--- config.mk ---
export PLATFORM = sky130hd
export DESIGN_NAME = issue_select_flat
export DESIGN_NICKNAME = d
export VERILOG_FILES = /design/src/rtl/issue_select_if.sv /design/src/rtl/issue_select.sv /design/src/flat_wrapper.sv
export SDC_FILE = /design/constraint.sdc
export NUM_CORES = 1
export LEC_CHECK = 0
export BUFFER_PORTS_ARGS = -buffer_cell sky130_fd_sc_hd__buf_4
export CAP_MARGIN = 20
export CORE_MARGIN = 3
export CORE_UTILIZATION = 25
export DETAILED_ROUTE_END_ITERATION = 8
export PLACE_DENSITY = 0.53
export SYNTH_ARGS = -nofsm -noshare
export SYNTH_HDL_FRONTEND = slang
export SYNTH_SLANG_ARGS = --single-unit
export TNS_END_PERCENT = 50
--- constraint.sdc ---
create_clock -name clk -period 9.4 [get_ports clk]
set_input_delay 0 -clock clk [delete_from_list [all_inputs] [get_ports clk]]
set_output_delay 0 -clock clk [all_outputs]
set_load 0.005 [all_outputs]
--- src/rtl/issue_select_if.sv ---
// Issue-select bus: slot request/payload side, grant feedback, issue ports and wakeup ports.
interface issue_select_if #(
  parameter int unsigned NUM_SLOTS   = 8,
  parameter int unsigned ISSUE_WIDTH = 2
) ();

  localparam int unsigned IDX_W  = $clog2(NUM_SLOTS);
  localparam int unsigned PDST_W = 7;

  // Slot side
  logic [NUM_SLOTS-1:0]                     slot_request;
  logic [NUM_SLOTS-1:0][PDST_W-1:0]         slot_pdst;
  logic [NUM_SLOTS-1:0]                     slot_dst_valid;
  logic [NUM_SLOTS-1:0]                     slot_grant;

  // Functional-unit side
  logic [ISSUE_WIDTH-1:0]                   fu_ready;
  logic                                     flush;
  logic [ISSUE_WIDTH-1:0]                   issue_valid;
  logic [ISSUE_WIDTH-1:0][IDX_W-1:0]        issue_slot_idx;
  logic [ISSUE_WIDTH-1:0][PDST_W-1:0]       issue_pdst;

  // Wakeup broadcast back to the slots
  logic [ISSUE_WIDTH-1:0]                   wakeup_valid;
  logic [ISSUE_WIDTH-1:0][PDST_W-1:0]       wakeup_pdst;

  // Drives requests and consumes grants/issues (slots + FU environment)
  modport master (
    output slot_request, slot_pdst, slot_dst_valid, fu_ready, flush,
    input  slot_grant, issue_valid, issue_slot_idx, issue_pdst,
           wakeup_valid, wakeup_pdst
  );

  // The selector itself
  modport slave (
    input  slot_request, slot_pdst, slot_dst_valid, fu_ready, flush,
    output slot_grant, issue_valid, issue_slot_idx, issue_pdst,
           wakeup_valid, wakeup_pdst
  );

endinterface

--- src/rtl/issue_select.sv ---
// Round-robin multi-port issue selector with registered issue ports and a
// fixed-latency wakeup broadcast pipeline.
module issue_select #(
  parameter int unsigned NUM_SLOTS      = 8,
  parameter int unsigned ISSUE_WIDTH    = 2,
  parameter int unsigned WAKEUP_LATENCY = 1
) (
  input  logic           clk,
  input  logic           reset,
  issue_select_if.slave  bus
);

  localparam int unsigned IDX_W  = $clog2(NUM_SLOTS);
  localparam int unsigned PDST_W = 7;
  localparam logic [IDX_W:0]   NUM_SLOTS_W = (IDX_W+1)'(NUM_SLOTS);
  localparam logic [IDX_W-1:0] LAST_SLOT   = IDX_W'(NUM_SLOTS - 1);

  // Round-robin search start
  logic [IDX_W-1:0] rr_ptr;

  // Combinational selection results
  logic [NUM_SLOTS-1:0]                 grant_c;
  logic [ISSUE_WIDTH-1:0]               port_vld;
  logic [ISSUE_WIDTH-1:0][IDX_W-1:0]    port_idx;
  logic [ISSUE_WIDTH-1:0][PDST_W-1:0]   port_pdst;
  logic [ISSUE_WIDTH-1:0]               port_dst;
  logic [IDX_W-1:0]                     last_idx;
  logic [IDX_W-1:0]                     rr_next;
  logic                                 any_grant;
  logic                                 found;
  logic [IDX_W:0]                       pos;

  // Registered issue ports
  logic [ISSUE_WIDTH-1:0]               issue_valid_q;
  logic [ISSUE_WIDTH-1:0][IDX_W-1:0]    issue_idx_q;
  logic [ISSUE_WIDTH-1:0][PDST_W-1:0]   issue_pdst_q;

  // Wakeup shift pipeline; stage WAKEUP_LATENCY-1 is the broadcast stage
  logic [WAKEUP_LATENCY-1:0][ISSUE_WIDTH-1:0]              wk_vld_q;
  logic [WAKEUP_LATENCY-1:0][ISSUE_WIDTH-1:0][PDST_W-1:0]  wk_pdst_q;

  // Ready ports in ascending order claim the next untaken requester in rotated search order
  always_comb begin
    grant_c   = '0;
    port_vld  = '0;
    port_idx  = '0;
    port_pdst = '0;
    port_dst  = '0;
    last_idx  = rr_ptr;
    any_grant = 1'b0;
    found     = 1'b0;
    pos       = '0;
    for (int unsigned k = 0; k < ISSUE_WIDTH; k++) begin
      found = 1'b0;
      if (reset && !bus.flush && bus.fu_ready[k]) begin
        for (int unsigned i = 0; i < NUM_SLOTS; i++) begin
          pos = {1'b0, rr_ptr} + (IDX_W+1)'(i);
          if (pos >= NUM_SLOTS_W) begin
            pos = pos - NUM_SLOTS_W;
          end
          if (!found && bus.slot_request[pos[IDX_W-1:0]] && !grant_c[pos[IDX_W-1:0]]) begin
            found                     = 1'b1;
            grant_c[pos[IDX_W-1:0]]   = 1'b1;
            port_vld[k]               = 1'b1;
            port_idx[k]               = pos[IDX_W-1:0];
            port_pdst[k]              = bus.slot_pdst[pos[IDX_W-1:0]];
            port_dst[k]               = bus.slot_dst_valid[pos[IDX_W-1:0]];
            last_idx                  = pos[IDX_W-1:0];
            any_grant                 = 1'b1;
          end
        end
      end
    end
    // Later ports always land further along the search order, so the last grant is the furthest
    rr_next = (last_idx == LAST_SLOT) ? '0 : last_idx + IDX_W'(1);
  end

  // Pointer, issue registers and wakeup pipeline; flush wipes everything in flight
  always_ff @(posedge clk or negedge reset) begin
    if (!reset) begin
      rr_ptr        <= '0;
      issue_valid_q <= '0;
      issue_idx_q   <= '0;
      issue_pdst_q  <= '0;
      wk_vld_q      <= '0;
      wk_pdst_q     <= '0;
    end else if (bus.flush) begin
      rr_ptr        <= '0;
      issue_valid_q <= '0;
      issue_idx_q   <= '0;
      issue_pdst_q  <= '0;
      wk_vld_q      <= '0;
      wk_pdst_q     <= '0;
    end else begin
      if (any_grant) begin
        rr_ptr <= rr_next;
      end
      issue_valid_q <= port_vld;
      issue_idx_q   <= port_idx;
      issue_pdst_q  <= port_pdst;
      wk_vld_q[0]   <= port_vld & port_dst;
      for (int unsigned k = 0; k < ISSUE_WIDTH; k++) begin
        wk_pdst_q[0][k] <= (port_vld[k] && port_dst[k]) ? port_pdst[k] : '0;
      end
      for (int unsigned s = 1; s < WAKEUP_LATENCY; s++) begin
        wk_vld_q[s]  <= wk_vld_q[s-1];
        wk_pdst_q[s] <= wk_pdst_q[s-1];
      end
    end
  end

  // Output mapping
  assign bus.slot_grant     = grant_c;
  assign bus.issue_valid    = issue_valid_q;
  assign bus.issue_slot_idx = issue_idx_q;
  assign bus.issue_pdst     = issue_pdst_q;
  assign bus.wakeup_valid   = wk_vld_q[WAKEUP_LATENCY-1];
  assign bus.wakeup_pdst    = wk_pdst_q[WAKEUP_LATENCY-1];

endmodule

--- src/flat_wrapper.sv ---
// flat-port wrapper written by rule: the top's interface ports become plain ports
module issue_select_flat 
#(
  parameter int unsigned NUM_SLOTS      = 8,
  parameter int unsigned ISSUE_WIDTH    = 2,
  parameter int unsigned WAKEUP_LATENCY = 1
)
  (clk, reset, bus_slot_request, bus_slot_pdst, bus_slot_dst_valid, bus_fu_ready, bus_flush, bus_slot_grant, bus_issue_valid, bus_issue_slot_idx, bus_issue_pdst, bus_wakeup_valid, bus_wakeup_pdst);
  issue_select_if #(.NUM_SLOTS(NUM_SLOTS), .ISSUE_WIDTH(ISSUE_WIDTH)) bus_i ();
  input  logic clk;
  input  logic reset;
  input wire logic [$bits(bus_i.slot_request)-1:0] bus_slot_request;
  input wire logic [$bits(bus_i.slot_pdst)-1:0] bus_slot_pdst;
  input wire logic [$bits(bus_i.slot_dst_valid)-1:0] bus_slot_dst_valid;
  input wire logic [$bits(bus_i.fu_ready)-1:0] bus_fu_ready;
  input wire logic [$bits(bus_i.flush)-1:0] bus_flush;
  output wire logic [$bits(bus_i.slot_grant)-1:0] bus_slot_grant;
  output wire logic [$bits(bus_i.issue_valid)-1:0] bus_issue_valid;
  output wire logic [$bits(bus_i.issue_slot_idx)-1:0] bus_issue_slot_idx;
  output wire logic [$bits(bus_i.issue_pdst)-1:0] bus_issue_pdst;
  output wire logic [$bits(bus_i.wakeup_valid)-1:0] bus_wakeup_valid;
  output wire logic [$bits(bus_i.wakeup_pdst)-1:0] bus_wakeup_pdst;
  assign bus_i.slot_request = bus_slot_request;
  assign bus_i.slot_pdst = bus_slot_pdst;
  assign bus_i.slot_dst_valid = bus_slot_dst_valid;
  assign bus_i.fu_ready = bus_fu_ready;
  assign bus_i.flush = bus_flush;
  assign bus_slot_grant = bus_i.slot_grant;
  assign bus_issue_valid = bus_i.issue_valid;
  assign bus_issue_slot_idx = bus_i.issue_slot_idx;
  assign bus_issue_pdst = bus_i.issue_pdst;
  assign bus_wakeup_valid = bus_i.wakeup_valid;
  assign bus_wakeup_pdst = bus_i.wakeup_pdst;
  issue_select #(.NUM_SLOTS(NUM_SLOTS), .ISSUE_WIDTH(ISSUE_WIDTH), .WAKEUP_LATENCY(WAKEUP_LATENCY)) u_core (.clk(clk), .reset(reset), .bus(bus_i));
endmodule
== Word level (Yosys, flattened, before mapping) ==
Memories as Yosys holds them, arrays and structs flattened.
Index checks and enable logic that the tools add are counted.

* Register bits after elaboration: 41
* ROM bits: 8
* Bits of input ports: 77
* Output and inout port bits: 46
* Memories: 1

* Add/subtract/negate cells: 16
* Order comparisons: 40
* Equality and inequality tests: 1
* Muxes and demuxes: 350
* Bitwise gates (word level): 16
* Reduce and logical (&&, ||, !) cells: 83

{| class="wikitable"
|+ Memory list
! name !! words !! bits a word !! rd ports !! clocked after Yosys merged registers in !! write ports !! RTL line !! text
|-
| (no name shown) || 8 || 1 || 1 || 0 || 0 || issue_select.sv:61 || <nowiki>if (!found && bus.slot_request[pos[IDX_W-1:0]] && !grant_c[pos[IDX_W-1:0]]) begin</nowiki>
|}

{| class="wikitable"
|+ Operators by type and width
! kind !! count
|-
| 7-bit binary-select mux with 3-bit select || 16
|-
| 8-bit two-way mux || 32
|-
| 7-bit two-way mux || 36
|-
| 3-bit two-way mux || 63
|-
| 1-bit binary-select mux with 3-bit select || 47
|-
| 1-bit two-way mux || 135
|-
| 8-bit OR || 15
|-
| 3-bit by 4-bit < comparator with 1-bit output, second input constant || 16
|-
| 1-bit logical AND || 51
|-
| 1-bit demux with 3-bit select || 16
|-
| 3-bit by 1-bit >= comparator with 1-bit output, second input constant || 16
|-
| 1-bit logical NOT || 31
|-
| 4-bit >= comparator, second input constant || 7
|-
| 14-bit two-way mux || 2
|-
| 3-bit by 1-bit subtractor with 3-bit output, second input constant || 8
|-
| 3-bit by 3-bit adder with 4-bit output, second input constant || 4
|-
| 3-bit by 2-bit adder with 4-bit output, second input constant || 2
|-
| 6-bit two-way mux || 1
|-
| 3-bit by 1-bit adder with 4-bit output, second input constant || 1
|-
| 3-bit by 4-bit >= comparator with 1-bit output, second input constant || 1
|-
| 2-bit two-way mux || 2
|-
| 3-bit by 1-bit adder with 3-bit output, second input constant || 1
|-
| 3-bit == test, second input constant || 1
|-
| 2-bit bitwise AND || 1
|-
| 2-bit nonzero test || 1
|}

== Depth between registers and ports, before layout ==
Gate-level depths: netlist of the first run.

* Depth after elaboration: 104
* Depth in mapped cells: 32

== Least setup slack after synthesis of the first run ==
OpenSTA, ideal clock, no wires.

* Path type: reg2reg
* From: reg u_core.rr_ptr[0]
* To: reg u_core.rr_ptr[0]
* Library setup time: 0.083 ns
* Data arrival time: 6.916 ns
* Required time: 9.317 ns
* Setup slack: 2.402 ns
* Stages on the path, launching flop included: 31
* Path buffers: 6
* Period minus slack after synthesis: 6.998 ns
* Cell sequence: dfrtp_1 buf_2 inv_1 clkbuf_1 clkbuf_1 buf_1 ha_1 buf_4 mux2i_1 mux4_2 a22oi_2 buf_4 a21oi_2 a2111oi_2 o22ai_1 o211a_1 nor3_4 a21oi_2 o221a_4 or4_4 a211o_2 and3_1 o21a_4 nand2_1 o211a_1 o22ai_1 ha_1 ha_1 nor2_1 a22oi_1 o22ai_1

* Word-level cells in the longest chain between the ends: 103

{| class="wikitable"
|+ Ends and longest elaborated chain
! element !! RTL line !! text
|-
| start, declared || issue_select.sv:19 || <nowiki>logic [IDX_W-1:0] rr_ptr;</nowiki>
|-
| start signal, assigned || issue_select.sv:96 || <nowiki>rr_ptr <= rr_next;</nowiki>
|-
| 3-bit by 4-bit >= comparator with 1-bit output or 3-bit by 1-bit subtractor with 3-bit output (tied branches) || issue_select.sv:58, issue_select.sv:59 ||
|-
| 3-bit two-way mux || issue_select.sv:58 || <nowiki>if (pos >= NUM_SLOTS_W) begin</nowiki>
|-
| 3-bit two-way mux || issue_select.sv:55 || <nowiki>if (reset && !bus.flush && bus.fu_ready[k]) begin</nowiki>
|-
| 3-bit by 4-bit < comparator with 1-bit output (implied by the code) (tied with other cells) || issue_select.sv:63 || <nowiki>grant_c[pos[IDX_W-1:0]] = 1'b1;</nowiki>
|-
| 1-bit logical AND (implied by the code) or 1-bit two-way mux (tied branches) || issue_select.sv:63, issue_select.sv:61 ||
|-
| 1-bit two-way mux (implied by the code) or 1-bit logical NOT (tied branches) || issue_select.sv:63, issue_select.sv:61 ||
|-
| 1-bit demux with 3-bit select or 1-bit logical AND (tied branches) || -- ||
|-
| 8-bit two-way mux || issue_select.sv:61 ||
|-
| [87 not listed] || -- ||
|-
| 1-bit logical NOT || issue_select.sv:61 ||
|-
| 1-bit logical AND || issue_select.sv:61 ||
|-
| 3-bit two-way mux || issue_select.sv:61 ||
|-
| 3-bit two-way mux || issue_select.sv:55 ||
|-
| 3-bit by 1-bit adder with 3-bit output or 3-bit == test (tied branches) || issue_select.sv:75 || <nowiki>rr_next = (last_idx == LAST_SLOT) ? '0 : last_idx + IDX_W'(1);</nowiki>
|-
| 3-bit two-way mux || issue_select.sv:75 ||
|-
| 3-bit two-way mux || issue_select.sv:95 || <nowiki>if (any_grant) begin</nowiki>
|-
| 3-bit two-way mux || issue_select.sv:87 || <nowiki>end else if (bus.flush) begin</nowiki>
|}

Parallel ways exist; a longest one is shown, timed or not. The select of a mux whose other input is x is not followed.
A chain may end at the register's enable or synchronous reset.

== Worst setup path in the final report of the first run ==
* From: reg u_core.rr_ptr[1]
* To: out bus_slot_grant[5]

* Word-level cells in the longest chain between the ends: 99

{| class="wikitable"
|+ Ends and longest elaborated chain
! element !! RTL line !! text
|-
| 3-bit by 4-bit >= comparator with 1-bit output or 3-bit by 1-bit subtractor with 3-bit output (tied branches) || issue_select.sv:58, issue_select.sv:59 ||
|-
| 3-bit two-way mux || issue_select.sv:58 ||
|-
| 3-bit two-way mux || issue_select.sv:55 ||
|-
| 3-bit by 4-bit < comparator with 1-bit output (implied by the code) (tied with other cells) || issue_select.sv:63 ||
|-
| 1-bit logical AND (implied by the code) or 1-bit two-way mux (tied branches) || issue_select.sv:63, issue_select.sv:61 ||
|-
| 1-bit two-way mux (implied by the code) or 1-bit logical NOT (tied branches) || issue_select.sv:63, issue_select.sv:61 ||
|-
| 1-bit demux with 3-bit select or 1-bit logical AND (tied branches) || -- ||
|-
| 8-bit two-way mux || issue_select.sv:61 ||
|-
| [83 not listed] || -- ||
|-
| 8-bit two-way mux || issue_select.sv:61 ||
|-
| 8-bit two-way mux || issue_select.sv:55 ||
|-
| 1-bit binary-select mux with 3-bit select || issue_select.sv:61 ||
|-
| 1-bit two-way mux (implied by the code) || issue_select.sv:61 ||
|-
| 1-bit logical NOT || issue_select.sv:61 ||
|-
| 1-bit logical AND || issue_select.sv:61 ||
|-
| 8-bit two-way mux || issue_select.sv:61 ||
|-
| 8-bit two-way mux * || issue_select.sv:55 ||
|-
| end, declared || flat_wrapper.sv:17 || <nowiki>output wire logic [$bits(bus_i.slot_grant)-1:0] bus_slot_grant;</nowiki>
|}

Mark *: on every way between the ends. The rest lies on a longest branch, timed or not. The select of a mux whose other input is x is not followed.

==> impl_metrics.yaml, run 1 <==
status:
  status: "finished, final reports clean"
clock_tree:
  clock-root-buffer: "clkbuf_16"
  clk_pin_slew_worst_paths_ns: 0.06
  cts_made_buffers: 5
  postCtsHoldBufs: 1
  clk_latency_ns: 0.28
  clk_path_buf_depth: 2
  postCtsSetupBuffers: 0
  cts_resized: 0
  htree_levels: 2
  tritoncts: "done"
  cts_sinks: 41
synth:
  syn_inst: 988
  yosysSeqAreaShare: 0.1229
  synth-edff-count: 0
  synthTopCellsByArea: "mux4_2, dfrtp_1, mux2i_1, nand2_1, nor2_1"
  ys_async_sr_fraction: 1.000
  ys_warn_count: 0
  netlist_area_sq_um: 8349
  yosysMostFrequentCell: "nand2_1"
  syn_nets: 1077
  synth_commonest_cells: "nand2_1, nor2_1, mux4_2, mux2i_1, a21oi_1"
  synthDominantCellAreaShare: 0.2077
  yosysTopAreaCell: "mux4_2"
  synth.avg_cell_area_sq_um: 8.451
  synth_seq_cells: 41
  yosysUniqueCellTypes: 104
  synth_ff_type: "dfrtp_1"
detailed_routing:
  drtIter0Drc: 1383
  antenna_left: 0
  routed_via_density: 6.383
  drc: 0
  wl_per_cell_um: 26.12
  drt-pass1-iter-count: 6
  routed_wl_mm: 39.25
  vias: 9594
floorplan:
  dieWidth_um: 188.8
  die_y_um: 188.8
  dieArea_sq_um: 35630
  placementRows: 66
  design.core.area_sq_um: 32700
  initial_core_util: 0.2553
  ios: 123
timing:
  fin_setup_tns_ns: 0
  setup_ws_ns: 1.002
  fin_crit_sh: 0.8934
  grt_setup_unrepaired: "false"
  tightest_slew_ns: 0.9435
  maxSlewHeadroom: 0.3687
  setup_viol: 0
  fin_crit_ns: 8.398
  finClkSkew_ns: 0.003832
  hold_viol_final: 0
  slew_violations: 0
  max_freq_ghz: 0.1191
setup_path:
  crit_type: "register to primary output"
  cp.arrival_ns: 8.40
  critPathMaxFanout: 55
  reg2regPathDepth: 24
  critical_path_required_ns: 9.40
  crit_path_end_kind: "primary output"
  worstSetupStartpointType: "register"
pwr:
  total_power_w: 0.004263
  cellPowerDensity_nw_per_um2: 429.5
  p_leak_nw: 3.746
  max-vdd-ir-drop_mv: 0.1764
global_routing:
  first_global_vias: 9361
  grtUsageTotal: 0.2110
  antenna_found_initial: 0
  overflow: 0
  grt_pass1_wl_mm: 58.97
  grt_max_degree: 56
layout:
  antenna_cells: 0
  layout-drive-gt1-share: 0.2969
  nets: 1149
  area_delta_synth_final_pct: 18.88
worst_hold_path:
  hp-class: "input port to register"
  whs_path_depth: 3
job:
  cap_viol_max_count: 0
placement:
  dp_hpwl_mm: 29.42
  preCtsSetupSlack_ns: 1.493
  port_buffers: 122
  gp_routability_congestion: 1.070
power by group:
part / internal (W) / switching (W) / leakage (nW)
combinational: 0.00137 / 0.00243 / 3.10
sequential: 0.000208 / 0.0000563 / 0.560
clock: 0.000132 / 0.0000665 / 0.0831
cells by family after synthesis:
group                    synth area share
buffers and inverters             0.05470
AO/OA/AOI/OAI                      0.2934
XOR/XNOR                         0.006294
multiplexers                       0.3083
AND/OR/NAND/NOR                    0.1965
flip-flops                         0.1229
adder cells (fa/ha/maj)           0.01798
state kept, by name, summed over array words and instances (netlist names):
| register | cells |
|---|---|
| u_core.bus.issue_pdst | 14 |
| u_core.bus.issue_slot_idx | 6 |
| u_core.bus.wakeup_valid | 2 |
| u_core.bus.wakeup_pdst | 14 |
| u_core.rr_ptr | 3 |
| u_core.bus.issue_valid | 2 |
layout make-up:
class,count,area (sq um)
inverters,14,52.55
repair buffers,158,1189
flip-flops and latches,41,1035
multi-input cells,840,6920
well taps,442,553.0
clock inverters,2,37.54
fillers,3520,22780
clock buffers,6,138.9
stage by stage:
stage	utilization	cell area, sq um	hold WS (ns)	std cells
finish	0.3035	9926	0.04465	1503
global route	0.3035	9926	0.06203	1503
CTS	0.3035	9926	0.04200	1503
detailed placement	0.2978	9739	0.02662	1494
global placement	0.2978	9739	0.01781	1494
floorplan	-	8349	-0.2956	988
placed cells by master (no fill, tap or decap), types with 10 or more instances in the layout:
cell / instances
a211oi_1: 25
a21oi_1: 56
a221oi_1: 11
a31oi_1: 12
and2_1: 17
buf_4: 157
dfrtp_1: 38
ha_1: 11
inv_1: 10
mux2i_1: 75
mux4_2: 77
nand2_1: 105
nand3_1: 18
nor2_1: 90
nor2b_1: 11
nor3_1: 30
nor4_1: 12
o211ai_1: 15
o21ai_0: 48
o221ai_1: 21
o22ai_1: 31
worst max-delay path: stages (launching register included):
cell	delay, ns
dfrtp_4	0.70
clkinv_1	0.13
buf_4	0.22
ha_2	0.63
buf_4	0.66
nand2b_1	0.27
nor2_1	0.50
o211ai_1	0.23
a21oi_2	0.24
a2111oi_2	0.08
o22ai_1	0.49
o211ai_2	0.24
nand3_1	0.58
o21ai_0	0.20
o32a_1	0.38
o211ai_2	0.10
a211o_2	0.47
nand4_2	0.22
or2_1	0.39
buf_4	0.26
o211ai_1	0.19
a21oi_1	0.05
o21ai_0	0.60
buf_4	0.23
metal layers:
metal / vias to the layer above / GRT usage / wire length [um]
met3: 114 / 0.03535 / 4356
met5: - / 0 / 0
met2: 722 / 0.3110 / 16730
li1: 4093 / - / -
met4: 0 / 0.09195 / 1893
met1: 4665 / 0.3029 / 16270
worst paths after layout:
kind                                              start                                      to  slack, ns
max                        u_core.rr_ptr[1]$_DFFE_PN0P_                       bus_slot_grant[5]       1.00
min reg2reg                u_core.rr_ptr[2]$_DFFE_PN0P_            u_core.rr_ptr[2]$_DFFE_PN0P_       0.76
min in group asynchronous                         reset  u_core.bus.issue_slot_idx[3]$_DFF_PN0_       0.24
max in group asynchronous                         reset            u_core.rr_ptr[1]$_DFFE_PN0P_       8.75
max reg2reg                u_core.rr_ptr[1]$_DFFE_PN0P_            u_core.rr_ptr[0]$_DFFE_PN0P_       1.27
min                                           bus_flush            u_core.rr_ptr[2]$_DFFE_PN0P_       0.04
Note: power is estimated with default switching activity, not from simulation.
==> inputs of run 2 (changes only) <==
--- a/config.mk
+++ b/config.mk
@@ -7,6 +7,7 @@
 export LEC_CHECK = 0
 export BUFFER_PORTS_ARGS = -buffer_cell sky130_fd_sc_hd__buf_4
 export CAP_MARGIN = 20
+export CORE_ASPECT_RATIO = 2
 export CORE_MARGIN = 3
 export CORE_UTILIZATION = 25
 export DETAILED_ROUTE_END_ITERATION = 8
==> impl_metrics.yaml, run 2 (synthesized netlist as in run 1, its figures left out) <==
timing:
  fin_setup_tns_ns: 0
  setup_ws_ns: 1.334
  fin_crit_sh: 0.8581
  tightest_slew_ns: 1.271
  maxSlewHeadroom: 0.1529
  holdWs_ns: 0.07878
  slew_violations: 0
  fin_crit_ns: 8.066
  grt_setup_unrepaired: "false"
  setup_viol: 0
  max_freq_ghz: 0.1240
  hold_viol_final: 0
  finClkSkew_ns: 0.005170
floorplan:
  dieArea_sq_um: 35760
  initial_core_util: 0.2535
  design.core.area_sq_um: 32930
  dieWidth_um: 135.2
  die_y_um: 264.4
  ios: 123
  placementRows: 94
global_routing:
  grtUsageTotal: 0.2691
  grt_max_degree: 54
  grt_pass1_wl_mm: 70.13
  antenna_found_initial: 1
  first_global_vias: 9893
  overflow: 0
clock_tree:
  cts_resized: 0
  cts_sinks: 41
  clk_path_buf_depth: 2
  tritoncts: "done"
  clock-root-buffer: "clkbuf_16"
  clk_latency_ns: 0.29
  htree_levels: 2
  clk_pin_slew_worst_paths_ns: 0.06
  cts_made_buffers: 5
detailed_routing:
  vias: 9925
  routed_via_density: 6.551
  antenna_left: 0
  wl_per_cell_um: 32.75
  drt-pass1-iter-count: 5
  drtIter0Drc: 1107
  drc: 0
  routed_wl_mm: 49.61
placement:
  dpl_cell_area_sq_um: 9881
  port_buffers: 122
  gp_routability_congestion: 1.057
  preCtsSetupSlack_ns: 1.736
  dp_hpwl_mm: 37.98
worst_hold_path:
  hp-class: "input port to register"
  hp-start: "bus_flush"
setup_path:
  cp_cell_sequence: "clkinv_1 -> buf_4 -> ha_1 -> mux2_2 -> o22ai_1 -> nor2_1 -> a31oi_1 -> o21a_2 -> o31a_1 -> a21oi_1 -> buf_4 -> a221oi_1 -> o221a_4 -> or4_4 -> a211o_2 -> nand4_2 -> or2_1 -> a32o_1 -> xnor2_1 -> ha_1 -> ha_1 -> nor2_1 -> a22oi_1 -> o22ai_1"
  cpMaxStageDelayCell: "a221oi_1"
  crit_path_end_kind: "register"
  cpMostUsedCell: "ha_1"
  critical_path_required_ns: 9.61
  critPathLaunch: "u_core.rr_ptr[1]$_DFFE_PN0P_"
  crit_type: "register to register"
  reg2reg_from: "u_core.rr_ptr[1]$_DFFE_PN0P_"
  critPathMaxFanout: 12
  slowest_delay_ns: 1.05
  cp.arrival_ns: 8.27
  worstSetupStartpointType: "register"
layout:
  layout_commonest_cell: "buf_4"
  final-seq-area_sq_um: 1035
  antenna_cells: 0
  final_cell_area_sq_um: 10060
  layout-drive-gt1-share: 0.3102
  utilization: 0.3055
  final_cell_mix: "buf_4, nand2_1, nor2_1"
  multi_input_area_sq_um: 6917
  nets: 1171
  num-fill-cells: 3591
  area_delta_synth_final_pct: 20.48
pwr:
  max-vdd-ir-drop_mv: 0.1478
  cellPowerDensity_nw_per_um2: 457.8
  p_leak_nw: 3.850
status:
  status: "finished, final reports clean"
job:
  cap_viol_max_count: 0
run 2: layout make-up:
| cell class | count | share of cell area |
|---|---|---|
| Inverter | 14 | 0.005224 |
| Clock buffer | 7 | 0.01517 |
| Tap cell | 432 | 0.05373 |
| Multi-Input combinational cell | 840 | 0.6876 |
| Clock inverter | 1 | 0.0008707 |
| Sequential cell | 41 | 0.1029 |
| Timing Repair Buffer | 180 | 0.1346 |
run 2: what timing repair did:
| action | CTS | global route |
|---|---|---|
| endpoints found under the setup margin | 0 | 0 |
| buffers inserted | 0 | 0 |
| hold endpoints to repair | 41 | 0 |
| hold buffers | 1 | 0 |
run 2: per-layer routing:
metal  share of wire  GRT usage  vias to the layer above
met5         0.00024          0                        -
met4            0.10     0.2130                        2
met3           0.059    0.02905                      247
met2            0.54     0.5032                      634
met1            0.30     0.2606                     4916
li1                -          -                     4126
run 2: final timing paths:
path	to	slack, ns	cells after the start
worst max-delay path	u_core.rr_ptr[0]$_DFFE_PN0P_	1.33	24
min in group asynchronous	u_core.bus.issue_pdst[7]$_DFF_PN0_	0.24	2
worst max register to register	u_core.rr_ptr[0]$_DFFE_PN0P_	1.33	24
worst min-delay path	u_core.rr_ptr[2]$_DFFE_PN0P_	0.08	3
max in group asynchronous	u_core.rr_ptr[0]$_DFFE_PN0P_	8.75	2
worst min register to register	u_core.rr_ptr[1]$_DFFE_PN0P_	1.03	3
run 2: report_power, final:
group	leakage, nW	internal (W)	total [W]	switching (W)
logic	3.21	0.00142	0.00417	0.00275
clock network	0.0805	0.000114	0.000184	0.0000707
registers	0.560	0.000208	0.000252	0.0000432
run 2: worst max-delay path: cells and delay by family, from the launching register on:
kind | cells | cell delay [ns]
AOI/OAI and AO/OA | 11 | 4.12
and+or+nand+nor | 5 | 1.13
buffers and inverters | 3 | 0.89
adders and majority gates | 3 | 0.86
DFF | 1 | 0.40
muxes | 1 | 0.40
xor gates and xnor gates | 1 | 0.13
run 2: through the flow:
step	cells	power, W
floorplan	988	0.002781
global placement	1505	0.004265
detailed placement	1505	0.004249
CTS	1514	0.004442
global route	1515	0.004777
finish	1515	0.004606
